===== config.mk =====
export PLATFORM = sky130hd
export DESIGN_NAME = voice_allocator
export DESIGN_NICKNAME = d
export VERILOG_FILES = /design/src/rtl/voice_allocator.sv
export SDC_FILE = /design/constraint.sdc
export NUM_CORES = 1
export LEC_CHECK = 0
export ABC_AREA = 1
export CORE_ASPECT_RATIO = 0.7
export CORE_MARGIN = 1.5
export CORE_UTILIZATION = 50
export CTS_CLUSTER_SIZE = 16
export DETAILED_ROUTE_END_ITERATION = 8
export MAX_ROUTING_LAYER = met4
export PLACE_DENSITY = 0.75
export SYNTH_ARGS = -nofsm -noshare
export SYNTH_HDL_FRONTEND = slang
export SYNTH_SLANG_ARGS = --single-unit

===== constraint.sdc =====
create_clock -name clk -period 2.7 [get_ports clk]
set_input_delay 0.54 -clock clk [delete_from_list [all_inputs] [get_ports clk]]
set_output_delay 0.54 -clock clk [all_outputs]
set_load 0.1 [all_outputs]

===== src/rtl/voice_allocator.sv =====
// Polyphonic voice allocator: assigns note-on/off events to VOICES envelope
// generators, reusing a matching, free or released voice or stealing the oldest.
module voice_allocator #(
  parameter int unsigned VOICES        = 4,
  parameter int unsigned NOTE_BITS     = 7,
  parameter int unsigned VELOCITY_BITS = 7,
  parameter int unsigned AGE_BITS      = 4
) (
  input  logic                            clk,
  input  logic                            reset,
  input  logic                            event_valid,
  output logic                            event_ready,
  input  logic                            event_on,
  input  logic [NOTE_BITS-1:0]            event_note,
  input  logic [VELOCITY_BITS-1:0]        event_velocity,
  input  logic [VOICES-1:0]               voice_active,
  output logic [VOICES-1:0]               gate,
  output logic [VOICES*NOTE_BITS-1:0]     voice_note,
  output logic [VOICES*VELOCITY_BITS-1:0] voice_velocity
);

  localparam int unsigned IDX_BITS = $clog2(VOICES);
  localparam logic [IDX_BITS-1:0] LAST_IDX = IDX_BITS'(VOICES - 1);
  localparam logic [AGE_BITS-1:0] AGE_MAX = '1;

  typedef enum logic [2:0] {IDLE, SCAN, STEAL, ASSIGN, RELEASE} state_t;

  state_t                   state;
  logic [IDX_BITS-1:0]      idx, target;
  logic                     ev_on;
  logic [NOTE_BITS-1:0]     ev_note;
  logic [VELOCITY_BITS-1:0] ev_vel;
  logic                     match_found, free_found, rel_found, old_found;
  logic [IDX_BITS-1:0]      match_idx, free_idx, rel_idx, old_idx;
  logic [AGE_BITS-1:0]      old_age;

  logic [NOTE_BITS-1:0]     note_q [VOICES];
  logic [VELOCITY_BITS-1:0] vel_q  [VOICES];
  logic [AGE_BITS-1:0]      age_q  [VOICES];

  logic                     hit_match, hit_free, hit_rel, hit_old;
  logic [IDX_BITS-1:0]      match_sel, free_sel, rel_sel, old_sel;

  assign event_ready = (state == IDLE);

  for (genvar g = 0; g < VOICES; g++) begin : g_out
    assign voice_note[g*NOTE_BITS +: NOTE_BITS]             = note_q[g];
    assign voice_velocity[g*VELOCITY_BITS +: VELOCITY_BITS] = vel_q[g];
  end

  // Classification of the voice under examination, merged with earlier finds
  always_comb begin
    hit_match = !match_found && gate[idx] && (note_q[idx] == ev_note);
    hit_free  = !free_found && !gate[idx] && !voice_active[idx];
    hit_rel   = !rel_found && !gate[idx] && voice_active[idx];
    hit_old   = gate[idx] && (!old_found || (age_q[idx] > old_age));
    match_sel = hit_match ? idx : match_idx;
    free_sel  = hit_free  ? idx : free_idx;
    rel_sel   = hit_rel   ? idx : rel_idx;
    old_sel   = hit_old   ? idx : old_idx;
  end

  always_ff @(posedge clk) begin
    if (reset) begin
      state       <= IDLE;
      idx         <= '0;
      target      <= '0;
      ev_on       <= 1'b0;
      ev_note     <= '0;
      ev_vel      <= '0;
      match_found <= 1'b0;
      free_found  <= 1'b0;
      rel_found   <= 1'b0;
      old_found   <= 1'b0;
      match_idx   <= '0;
      free_idx    <= '0;
      rel_idx     <= '0;
      old_idx     <= '0;
      old_age     <= '0;
      gate        <= '0;
      for (int unsigned i = 0; i < VOICES; i++) begin
        note_q[i] <= '0;
        vel_q[i]  <= '0;
        age_q[i]  <= '0;
      end
    end else begin
      case (state)
        IDLE: begin
          if (event_valid) begin
            // Velocity 0 note-on is a note-off
            ev_on       <= event_on && (event_velocity != '0);
            ev_note     <= event_note;
            ev_vel      <= event_velocity;
            match_found <= 1'b0;
            free_found  <= 1'b0;
            rel_found   <= 1'b0;
            old_found   <= 1'b0;
            idx         <= '0;
            state       <= SCAN;
          end
        end
        SCAN: begin
          if (hit_match) begin
            match_found <= 1'b1;
            match_idx   <= idx;
          end
          if (hit_free) begin
            free_found <= 1'b1;
            free_idx   <= idx;
          end
          if (hit_rel) begin
            rel_found <= 1'b1;
            rel_idx   <= idx;
          end
          if (hit_old) begin
            old_found <= 1'b1;
            old_idx   <= idx;
            old_age   <= age_q[idx];
          end
          idx <= idx + 1'b1;
          if (idx == LAST_IDX) begin
            if (ev_on) begin
              if (match_found || hit_match) begin
                target <= match_sel;
                state  <= STEAL;
              end else if (free_found || hit_free) begin
                target <= free_sel;
                state  <= ASSIGN;
              end else if (rel_found || hit_rel) begin
                target <= rel_sel;
                state  <= ASSIGN;
              end else begin
                target <= old_sel;
                state  <= STEAL;
              end
            end else if (match_found || hit_match) begin
              target <= match_sel;
              state  <= RELEASE;
            end else begin
              state <= IDLE;
            end
          end
        end
        STEAL: begin
          gate[target] <= 1'b0;
          state        <= ASSIGN;
        end
        ASSIGN: begin
          for (int unsigned i = 0; i < VOICES; i++) begin
            if (IDX_BITS'(i) == target) begin
              age_q[i] <= '0;
            end else if (gate[i] && (age_q[i] != AGE_MAX)) begin
              age_q[i] <= age_q[i] + 1'b1;
            end
          end
          gate[target]   <= 1'b1;
          note_q[target] <= ev_note;
          vel_q[target]  <= ev_vel;
          state          <= IDLE;
        end
        RELEASE: begin
          gate[target] <= 1'b0;
          state        <= IDLE;
        end
        default: state <= IDLE;
      endcase
    end
  end

endmodule

==> results by group <==
Placement
  • PortBufs: 82
  • Placed cells: just over 800
  • Dpl hpwl: approximately 9900 um
  • Routability Congestion: 0.890
  • Pre-CTS setup slack: approximately 0.27 ns

Timing
  • Final Skew: 0.00730 ns
  • Minimum clock period: roughly 2.4 ns
  • Worst Slack Setup Final: approximately 0.34 ns
  • Final setup violating endpoints: 0
  • RSZ-0062 raised after global routing: false
  • Final Hold Fails: 0
  • FMAX: roughly 420 MHz
  • Period utilization: between 80% and 90%
  • Final count of pins violating max slew: 0
  • TNS Setup: 0 ns
  • Slew HR: between 60% and 70%
  • Slew at the pin with the worst max-slew slack: 0.548 ns
  • Hold_ws: 0.463 ns

Cells and area
  • # fillers: a little over 800
  • Layout Cells excl Fill: ~860
  • Final net count: roughly 740
  • Layout cell share with drive strength beyond 1: 16.7%
  • Area grow syn2layout: 28.4%
  • Antenna cells: 0

Global route
  • All-Layer GR Usage: between 20% and 30%
  • Total gr overflow: 0
  • GR Layer Usage met2: 38.1%
  • First-pass GRT wire length: approximately 21000 um
  • Antenna violations before repair: 0
  • Met1 usage: a little over a third
  • Met3 GRT Util: around 8.3%
  • Largest net degree at the start of global routing: 28
  • Global route hottest layer: met2
  • Vias in the first global route: slightly above 4000

Setup path
  • Worst Path Max Fanout: 15
  • R2R Path End: old_age[2]
  • Critical Path RT: about 3.0 ns
  • Reg2Reg Setup Slack: between 0.3 and 0.4 ns
  • R2r worst-path depth: 17
  • Critical Path Start Type: flip-flop
  • End of the critical path: old_age[2]
  • Worst path arrival time: approximately 2.7 ns
  • Crit. End Element: flip-flop
  • WS Path Type: reg -> reg

Clock tree
  • Clock Tree Buf Depth: 2
  • Num CTS Buffers: 17
  • Clk pin slew, worst setup/hold paths: 0.05 ns
  • Clock Latency Late Sink: approximately 0.42 ns
  • Postcts setup bufs: 0
  • Clk Tree Root Cell: clkbuf_16
  • H-tree depth: 4
  • # hold bufs at CTS: 0
  • Clock Sinks: 116
  • CTS tree: yes
  • CTS resizes: 0

Floorplan
  • # IOs: 83
  • Die Y: between 80 and 90 um
  • Starting Density: about half
  • Placeable Area: approximately 0.010 mm^2
  • FP Rows: 31
  • Die ar.: about 0.011 mm^2
  • Die width: ~130 um

Routing
  • Pre-antenna DRT Iters: 9
  • Post-DR vias/cell: ~5.5
  • Initial drt markers: 435
  • Residual DRC: 3
  • Via count: around 4700
  • DRT Wirelength: about 14000 um
  • Routed WL per cell: about 16 um
  • Post-DRT Antenna Nets: 0

Power
  • Gate power share: between 10% and 20%
  • Cell internal pwr: approximately 3700 uW
  • Switch share: a little under a third
  • Power density over the cells: ~780 mW/mm^2
  • Static Leak: ~0.0029 uW
  • Register share of total power: between 30% and 40%
  • Overall power: between 5000 and 6000 uW
  • VDD IR max: 0.505 mV
  • Clock share of power: between 40 and 50%
  • Sw power: about 1600 uW

Yosys
  • Sequential element share of the synthesized area: between 50% and 60%
  • Warnings from Yosys: 0
  • Synthesis-stage register bit count: 116
  • Cell Area, Synth: about 0.0053 mm^2
  • Post-synthesis instance total: 611
  • Mapped Nets: between 600 and 700
  • Synth Area per Inst: 8.65 um^2
  • Count of cell types in the netlist: 32

Min path
  • Hold/Removal Path Class: reg -> reg
  • Hold path depth: 2

Status
  • Status: finished, violations left
  • Failing checks: DRC

Run
  • Max Cap Violations: 0
worst min-delay path by stage:
stage / startpoint / endpoint / slack, ns
after floorplan: old_idx[0] / old_idx[0] / 0.42
after global placement: old_idx[0] / old_idx[0] / 0.44
after detailed placement: old_idx[0] / old_idx[0] / 0.45
after CTS: old_idx[0] / old_idx[0] / 0.46
after global routing: old_found / old_found / 0.49
final: old_idx[0] / old_idx[0] / 0.46
kinds of logic (layout without fill, tap and decap cells):
| group | Yosys count | count (layout) | share of synthesized area, % |
|---|---|---|---|
| and+or+nand+nor | 303 | 303 | 23.3 |
| DFF | 116 | 116 | 57.6 |
| AOI/OAI and AO/OA | 91 | 91 | 9.57 |
| buffers and inverters | 87 | 201 | 6.56 |
| adders and majority gates | 9 | 9 | 2.13 |
| xor gates and xnor gates | 5 | 5 | 0.829 |
worst max-delay path, cell delays in order, from the launching register on:
cell,delay [ns]
dfxtp_1,0.39
inv_2,0.15
buf_4,0.23
nand2_1,0.08
a32o_1,0.24
ha_1,0.18
inv_1,0.05
nand2_1,0.04
nand2_1,0.05
nand2_1,0.04
nand2_1,0.06
nand2_1,0.05
nand2_1,0.09
nand2_1,0.10
nor2_2,0.14
inv_2,0.11
o21ai_0,0.19
a21oi_1,0.06
synth_stat cells:
cell	number	share of area, %
dfxtp_1	44	17
edfxtp_1	72	41
nor2_2	1	0.12
o22ai_1	4	0.47
a32o_1	1	0.19
o21a_1	1	0.14
nand2_1	124	8.8
o211ai_1	1	0.14
clkbuf_1	12	0.85
or4_1	1	0.14
o21ai_1	1	0.095
clkinv_1	1	0.071
nand2_2	2	0.24
xnor2_1	1	0.17
o41ai_1	1	0.17
nor3_1	6	0.57
buf_4	4	0.57
inv_1	65	4.6
buf_2	4	0.38
xor2_1	4	0.66
o21ai_0	33	3.1
nor2_1	114	8.1
nand3_2	1	0.19
inv_2	1	0.071
a31o_2	1	0.17
nand4_1	1	0.12
a31oi_1	4	0.47
a211oi_1	7	0.99
ha_1	9	2.1
a22oi_1	2	0.28
a21oi_1	35	3.3
nand3_1	53	5.0
routing by layer:
layer / up-vias / share of wire (%) / routed length (um)
met5: - / 0 / 0
met4: 0 / 1.2 / 165
met3: 24 / 10 / 1440
met2: 241 / 44 / 6140
met1: 2186 / 45 / 6230
li1: 2245 / - / -
power groups by stage:
stage                     sequential [uW]  combinational [uW]  clock [uW]
after floorplan                      2320                 453           0
after global placement               2070                 922           0
after detailed placement             2080                 937           0
after CTS                            2040                 943        2290
after global routing                 2060                1030        2390
final                                2040                 954        2290
state kept, by name, summed over array words and instances, names as in the netlist, 2 cells and up, named ones only:
name and count:
note_q 28, vel_q 28, age_q 16, ev_note 7, ev_vel 7, old_age 4, state 3, free_idx 2
idx 2, match_idx 2, old_idx 2, rel_idx 2, target 2
cell type report:
type / count / area (um^2) / area share (%)
clock inverters: 15 / 184 / 2.71
flip-flops and latches: 116 / 3040 / 44.9
well taps: 132 / 165 / 2.43
multi-input cells: 408 / 1900 / 27.9
inverters: 67 / 251 / 3.71
repair buffers: 102 / 818 / 12.1
clock buffers: 17 / 425 / 6.27
cells in the final DEF (no fill, tap or decap), drive strengths merged, types with 6 or more instances in the layout:
cell type / instances
nand2: 126
nor2: 115
buf: 81
edfxtp: 72
inv: 67
nand3: 54
dfxtp: 44
a21oi: 35
o21ai: 34
clkdlybuf4s50: 21
clkbuf: 17
ha: 9
clkinv: 9
a211oi: 7
nor3: 6
per-stage QoR:
stage / util (%) / area [um^2]
global route: 65.7 / 6780
finish: 65.7 / 6780
detailed placement: 59.8 / 6170
global placement: 59.8 / 6170
CTS: 65.7 / 6780
floorplan: - / 5280
(Power assumes the default switching activity.)
